--- src/rtl/mem_access_stage.sv ---
// -----------------------------------------------------------------------------
// mem_access_stage
//
// Memory-access pipeline stage. Non-memory instructions retire to the
// write-back outputs in one cycle. Loads and stores are captured, issued on a
// simple request/acknowledge data bus, and retired once the bus answers, the
// wait times out, or the access is rejected as a fault (misaligned address or
// load and store both set).
//
// Handshake: dmem_req is a registered request. Once raised, dmem_req, dmem_we,
// dmem_addr and dmem_wdata stay constant until the first cycle in which
// dmem_ack is sampled high in ACCESS; that edge completes the transfer, captures
// dmem_rdata and drops dmem_req. dmem_ack is ignored in every other state.
// Upstream is held with the combinational stall output while an instruction is
// being accepted or is waiting on the bus; stall is low in DONE so the upstream
// register advances on the same edge this stage retires.
//
// Parameters:
//   TIMEOUT        maximum number of ACCESS cycles spent waiting for dmem_ack
// Ports:
//   clk, reset     clock (rising edge), asynchronous active-low reset
//   reg_data       ALU result / pass-through data
//   mem_data       store data
//   mem_address    byte address
//   load, store, write_reg, enable, reg_address   MEM-register control
//   stall          freeze upstream pipeline registers
//   dmem_*         data bus request side (req/we/addr/wdata) and response
//                  side (ack/rdata)
//   wb_*           registered write-back outputs
// -----------------------------------------------------------------------------
module mem_access_stage #(
  parameter int unsigned TIMEOUT = 255
) (
  input  logic        clk,
  input  logic        reset,
  input  logic [31:0] reg_data,
  input  logic [31:0] mem_data,
  input  logic [31:0] mem_address,
  input  logic        load,
  input  logic        store,
  input  logic        write_reg,
  input  logic        enable,
  input  logic [4:0]  reg_address,
  output logic        stall,
  output logic        dmem_req,
  output logic        dmem_we,
  output logic [31:0] dmem_addr,
  output logic [31:0] dmem_wdata,
  input  logic        dmem_ack,
  input  logic [31:0] dmem_rdata,
  output logic [31:0] wb_data,
  output logic [4:0]  wb_reg_address,
  output logic        wb_write_reg,
  output logic        wb_enable,
  output logic        wb_error
);

  typedef enum logic [1:0] {
    IDLE   = 2'd0,
    ACCESS = 2'd1,
    DONE   = 2'd2
  } state_t;

  localparam logic [7:0] TIMEOUT_CNT = 8'(TIMEOUT);

  state_t      state;
  state_t      state_next;

  // Captured instruction, held from acceptance until retirement.
  logic        cap_load;
  logic [31:0] cap_reg_data;
  logic [4:0]  cap_reg_address;
  logic        cap_write_reg;
  logic        err;
  logic [31:0] rdata_q;
  logic [7:0]  wait_cnt;

  logic        mem_op;
  logic        fault;
  logic [7:0]  wait_next;
  logic        timeout_hit;

  // FSM strobes
  logic        start_access;
  logic        start_fault;
  logic        retire_direct;
  logic        retire_done;
  logic        access_end;

  assign mem_op      = enable & (load | store);
  assign fault       = mem_op & ((mem_address[1:0] != 2'b00) | (load & store));
  assign wait_next   = wait_cnt + 8'd1;
  assign timeout_hit = (wait_next == TIMEOUT_CNT);

  assign stall = ((state == IDLE) & mem_op) | (state == ACCESS);

  always_comb begin
    state_next    = state;
    start_access  = 1'b0;
    start_fault   = 1'b0;
    retire_direct = 1'b0;
    retire_done   = 1'b0;
    access_end    = 1'b0;
    case (state)
      IDLE: begin
        if (fault) begin
          start_fault = 1'b1;
          state_next  = DONE;
        end else if (mem_op) begin
          start_access = 1'b1;
          state_next   = ACCESS;
        end else begin
          // Only a valid instruction retires; an empty slot is a bubble.
          retire_direct = enable;
        end
      end
      ACCESS: begin
        if (dmem_ack || timeout_hit) begin
          access_end = 1'b1;
          state_next = DONE;
        end
      end
      DONE: begin
        retire_done = 1'b1;
        state_next  = IDLE;
      end
      default: state_next = IDLE;
    endcase
  end

  always_ff @(posedge clk or negedge reset) begin
    if (!reset) begin
      state           <= IDLE;
      cap_load        <= 1'b0;
      cap_reg_data    <= '0;
      cap_reg_address <= '0;
      cap_write_reg   <= 1'b0;
      err             <= 1'b0;
      rdata_q         <= '0;
      wait_cnt        <= '0;
      dmem_req        <= 1'b0;
      dmem_we         <= 1'b0;
      dmem_addr       <= '0;
      dmem_wdata      <= '0;
      wb_data         <= '0;
      wb_reg_address  <= '0;
      wb_write_reg    <= 1'b0;
      wb_enable       <= 1'b0;
      wb_error        <= 1'b0;
    end else begin
      state <= state_next;

      // Bubble by default; data and address hold unless something retires.
      wb_enable    <= 1'b0;
      wb_write_reg <= 1'b0;
      wb_error     <= 1'b0;

      if (start_access || start_fault) begin
        cap_load        <= load;
        cap_reg_data    <= reg_data;
        cap_reg_address <= reg_address;
        cap_write_reg   <= write_reg;
        err             <= start_fault;
        // Cleared so a faulted or timed-out load writes back a known zero.
        rdata_q         <= '0;
        wait_cnt        <= '0;
      end

      if (start_access) begin
        dmem_req   <= 1'b1;
        dmem_we    <= store;
        dmem_addr  <= {mem_address[31:2], 2'b00};
        dmem_wdata <= mem_data;
      end

      if (state == ACCESS) begin
        if (dmem_ack) begin
          rdata_q <= dmem_rdata;
        end else begin
          wait_cnt <= wait_next;
          if (timeout_hit) begin
            err <= 1'b1;
          end
        end
      end

      if (access_end) begin
        dmem_req <= 1'b0;
        dmem_we  <= 1'b0;
      end

      if (retire_direct) begin
        wb_data        <= reg_data;
        wb_reg_address <= reg_address;
        wb_write_reg   <= write_reg;
        wb_enable      <= 1'b1;
        wb_error       <= 1'b0;
      end

      if (retire_done) begin
        // Store data never reaches write-back: only loads return bus data.
        wb_data        <= cap_load ? rdata_q : cap_reg_data;
        wb_reg_address <= cap_reg_address;
        wb_write_reg   <= cap_write_reg & ~err;
        wb_enable      <= 1'b1;
        wb_error       <= err;
      end
    end
  end

endmodule
--- config.mk ---
export PLATFORM = sky130hd
export DESIGN_NAME = mem_access_stage
export DESIGN_NICKNAME = d
export VERILOG_FILES = /design/src/rtl/mem_access_stage.sv
export SDC_FILE = /design/constraint.sdc
export NUM_CORES = 1
export LEC_CHECK = 0
export CORE_ASPECT_RATIO = 1.75
export CORE_MARGIN = 2
export CORE_UTILIZATION = 39
export DETAILED_ROUTE_END_ITERATION = 10
export PLACE_DENSITY = 0.69
export SLEW_MARGIN = 20
export SYNTH_ARGS = -nofsm -noshare
export SYNTH_HDL_FRONTEND = slang
export SYNTH_SLANG_ARGS = --single-unit
--- constraint.sdc ---
create_clock -name clk -period 2.7 [get_ports clk]
set_clock_uncertainty 0.15 [all_clocks]
set_input_delay 0.81 -clock clk [delete_from_list [all_inputs] [get_ports clk]]
set_output_delay 0.81 -clock clk [all_outputs]
set_load 0.02 [all_outputs]
==> impl_metrics.csv <==
group,metric,value,unit
detailed_routing,detail_route.drc_violations,0,
logic_synthesis,synthesized_flop_and_latch_total,186,
timing,period_share,93.8,%
critical_path,crit_path_cell_trace,"dlygate4sd2_1 > or2_4 > nand2_2 > nand2_2 > buf_6",
layout,layout.nets,1156,
logic_synthesis,ys_dominant_reg_cell,"dfrtp_1",
logic_synthesis,synth.yosys.seq_area_share,58.9,%
critical_path,timing.critical_path.mode_cell,"nand2_2",
run,max_cap_viol,0,
logic_synthesis,synth-async-reset-ratio,100,%
detailed_routing,postRouteAntennaNets,0,
clocking,tritoncts,"yes",
detailed_routing,routed_via_count_divided_by_cell_count,5.04,
die,die-height,192,µm
timing,finalMaxSlewViolations,0,
logic_synthesis,synth_top_cell_area_share,58.9,%
power_and_ir_drop,powerDensity,849,nW/µm²
critical_path,worst_setup_path_start_kind,"primary input",
logic_synthesis,netlist_instances,773,
critical_path,worst_r2r_endpoint,"dmem_wdata[31]",
power_and_ir_drop,p_leak,5.08,nW
power_and_ir_drop,power.net_switching,3.06,mW
timing,min_period,2.53,ns
logic_synthesis,yosys-top-cells-area,"dfrtp_1 (59%), nand2_1 (13%), mux2_1 (6.7%), a31oi_1 (3.2%), a211oi_1 (3.0%)",
power_and_ir_drop,cell_internal_pwr,6.58,mW
placement,dpl.hpwl,14800,µm
grt,wire_length_of_the_first_global_routing_pass,34900,µm
logic_synthesis,syn-cell-area,7900,µm²
placement,finalWeightedCongestion,0.772,
layout,mostFrequentLayoutCells,"nand2_1 (267), clkdlybuf4s50_1 (239), dfrtp_1 (185)",
clocking,worst_skew_pair.late_latency,0.43,ns
die,effective_utilization_at_floorplan,39.8,%
outcome,run_status,"complete, no violations",
layout,syn_to_final_growth,43.7,%
logic_synthesis,yosysWarnings,0,
critical_path,critical_path.endpoint_type,"output pin",
logic_synthesis,synth.distinct_cells,42,
placement,number_of_placed_instances_taps_included,1237,
grt,grt_antenna_before_repair,1,
clocking,clkSinkCount,186,
clocking,cts-buffers-inserted,17,
power_and_ir_drop,switching_share_of_power,31.7,%
layout,layout.cells.most_common,"nand2_1",
timing,grt_setup_unrepaired,"no",
timing,final.hold.worst_slack,0.202,ns
die,floorplan.io_pins,247,
grt,grt_pass1_vias,6571,
power_and_ir_drop,share_comb_of_total_power,33.5,%
power_and_ir_drop,seq_pwr_share,40.4,%
timing,setup_violations,0,
detailed_routing,first_iter_violations,399,
critical_path,setup.worst_path.class,"primary input to output pin",
power_and_ir_drop,vdd_drop_max,0.000603,V
detailed_routing,wl,21800,µm
logic_synthesis,synth-edff-count,0,
timing,max_clock_freq,395,MHz
detailed_routing,vias,6409,
critical_path,r2r_cells,9,
critical_path,worstPathArrival,1.57,ns
die,dieWidth,112,µm
critical_path,worst-endpoint-required,1.74,ns
layout,layout.cell_area.non_filler,11300,µm²
detailed_routing,wire_per_inst,17.1,µm
critical_path,max_stage_delay,0.26,ns
die,die_area,21400,µm²
die,rows,68,
logic_synthesis,synth_area_leader_cell,"dfrtp_1",
power_and_ir_drop,total_power,9.63,mW
grt,grt_usage,20.8,%
timing,slew_headroom,62.4,%
logic_synthesis,synth.avg_cell_area,10.2,µm²
clocking,max-clock-path-buffers,2,
placement,detailed_place.area,10700,µm²
clocking,cts_max_level,4,
critical_path,rr_startpoint,"state[1]",
timing,number_of_hold_violations_in_the_final_report,0,
grt,largest_net_degree_at_the_start_of_global_routing,71,
worst_hold_path,type_of_the_worst_min_delay_path,"primary input to async pin",
die,core_area,19800,µm²
critical_path,cpMaxStageDelayCell,"or2_4",
power_and_ir_drop,p_clk_share,26.2,%
layout,layoutNonFillerInstCount,1272,
clocking,cts.clk_slew.worst_paths,0.06,ns
grt,grt.overflow.total,0,
critical_path,rrSetupSlack,0.27,ns
clocking,cts_root_buffer,"clkbuf_16",
critical_path,timing.critical_path.buf_inv,2,
critical_path,worstPathMaxFanout,2,
layout,drive_above_1_share,8.67,%
timing,worst_slew_pin_slew,0.564,ns
placement,port_buffer_count,244,
critical_path,critPathTopFamily,"buffers and inverters",
clocking,postCtsHoldBufs,0,
detailed_routing,drt-pass1-iter-count,4,
[logic make-up after synthesis]
group                      after synthesis  share of synthesized area [%]
other                                    1                         0.0475
and+or+nand+nor                        370                           20.0
DFF                                    186                           58.9
adders and majority gates                2                          0.317
buffers and inverters                   55                           3.56
muxes                                   62                           8.84
AOI/OAI and AO/OA                       95                           8.10
xor gates and xnor gates                 2                          0.222
[final cells by class]
type	instances	area [µm²]
antenna	1	2.50
clock buffer	19	443
clock inverter	12	150
fill	1710	8480
inverter	3	11.3
multi-input combinational	533	3000
sequential	186	4660
tap	245	307
timing repair buffer	273	2780
[synthesized netlist by cell type (3+ instances only)]
cell / number
buf_2: 9
nor2_1: 16
mux2_2: 15
clkbuf_1: 30
nand2_1: 269
nand3_1: 34
a31oi_1: 40
buf_6: 6
o22ai_1: 3
buf_4: 5
inv_1: 3
a211oi_1: 32
dfrtp_1: 186
nor2b_1: 33
mux2_1: 47
o21ai_0: 10
[power groups by stage]
| stage | Combinational (mW) | Sequential [mW] | Clock (mW) |
|---|---|---|---|
| floorplan | 0.903 | 4.53 | 0 |
| global placement | 3.21 | 3.91 | 0 |
| detailed placement | 3.24 | 3.94 | 0 |
| CTS | 3.27 | 3.89 | 2.61 |
| global route | 3.46 | 3.99 | 2.71 |
| finish | 3.22 | 3.89 | 2.52 |
[worst reg2reg max path, cell delays in order, from the launching register on]
cell and delay [ns]:
dfrtp_1 0.47, nor3b_4 0.26, nand2_2 0.09, buf_4 0.14, buf_4 0.13, buf_4 0.12
buf_4 0.14, nor2_4 0.13, buf_12 0.28, mux2_1 0.41
[metal layers]
layer | wire length [µm] | vias up | track usage [%]
met4 | 585 | 0 | 8.78
met2 | 11500 | 180 | 37.1
met3 | 1030 | 33 | 4.90
met5 | 0 | - | 0
li1 | - | 3071 | -
met1 | 8670 | 3125 | 24.0
[how the worst max path moves through the flow]
stage	from	to	slack, ns	cells past startpoint
after detailed placement	enable	stall	-0.52	5
after floorplan	store	stall	0.008	4
after CTS	store	stall	0.01	5
after global routing	enable	dmem_wdata[31]	0.11	10
after global placement	enable	stall	-0.53	5
final	load	stall	0.17	5
[through the flow]
step	utilization (%)	setup slack (ns)	setup TNS [ns]
2_1_floorplan	-	0.00780	0
3_3_place_gp	54.1	-0.530	-14.09
3_5_place_dp	54.1	-0.524	-16.06
4_1_cts	57.2	0.0111	0
5_1_grt	57.2	0.112	0
6_report	57.2	0.167	0
[timing repair]
action / 4_1_cts / 5_1_grt
setup buffers: 3 / 0
gates cloned: 0 / 0
endpoints found under the setup margin: 1 / 38
pin swaps: 3 / 0
resized for setup: 10 / 2
No activity file was read; power rests on OpenSTA's default activity.
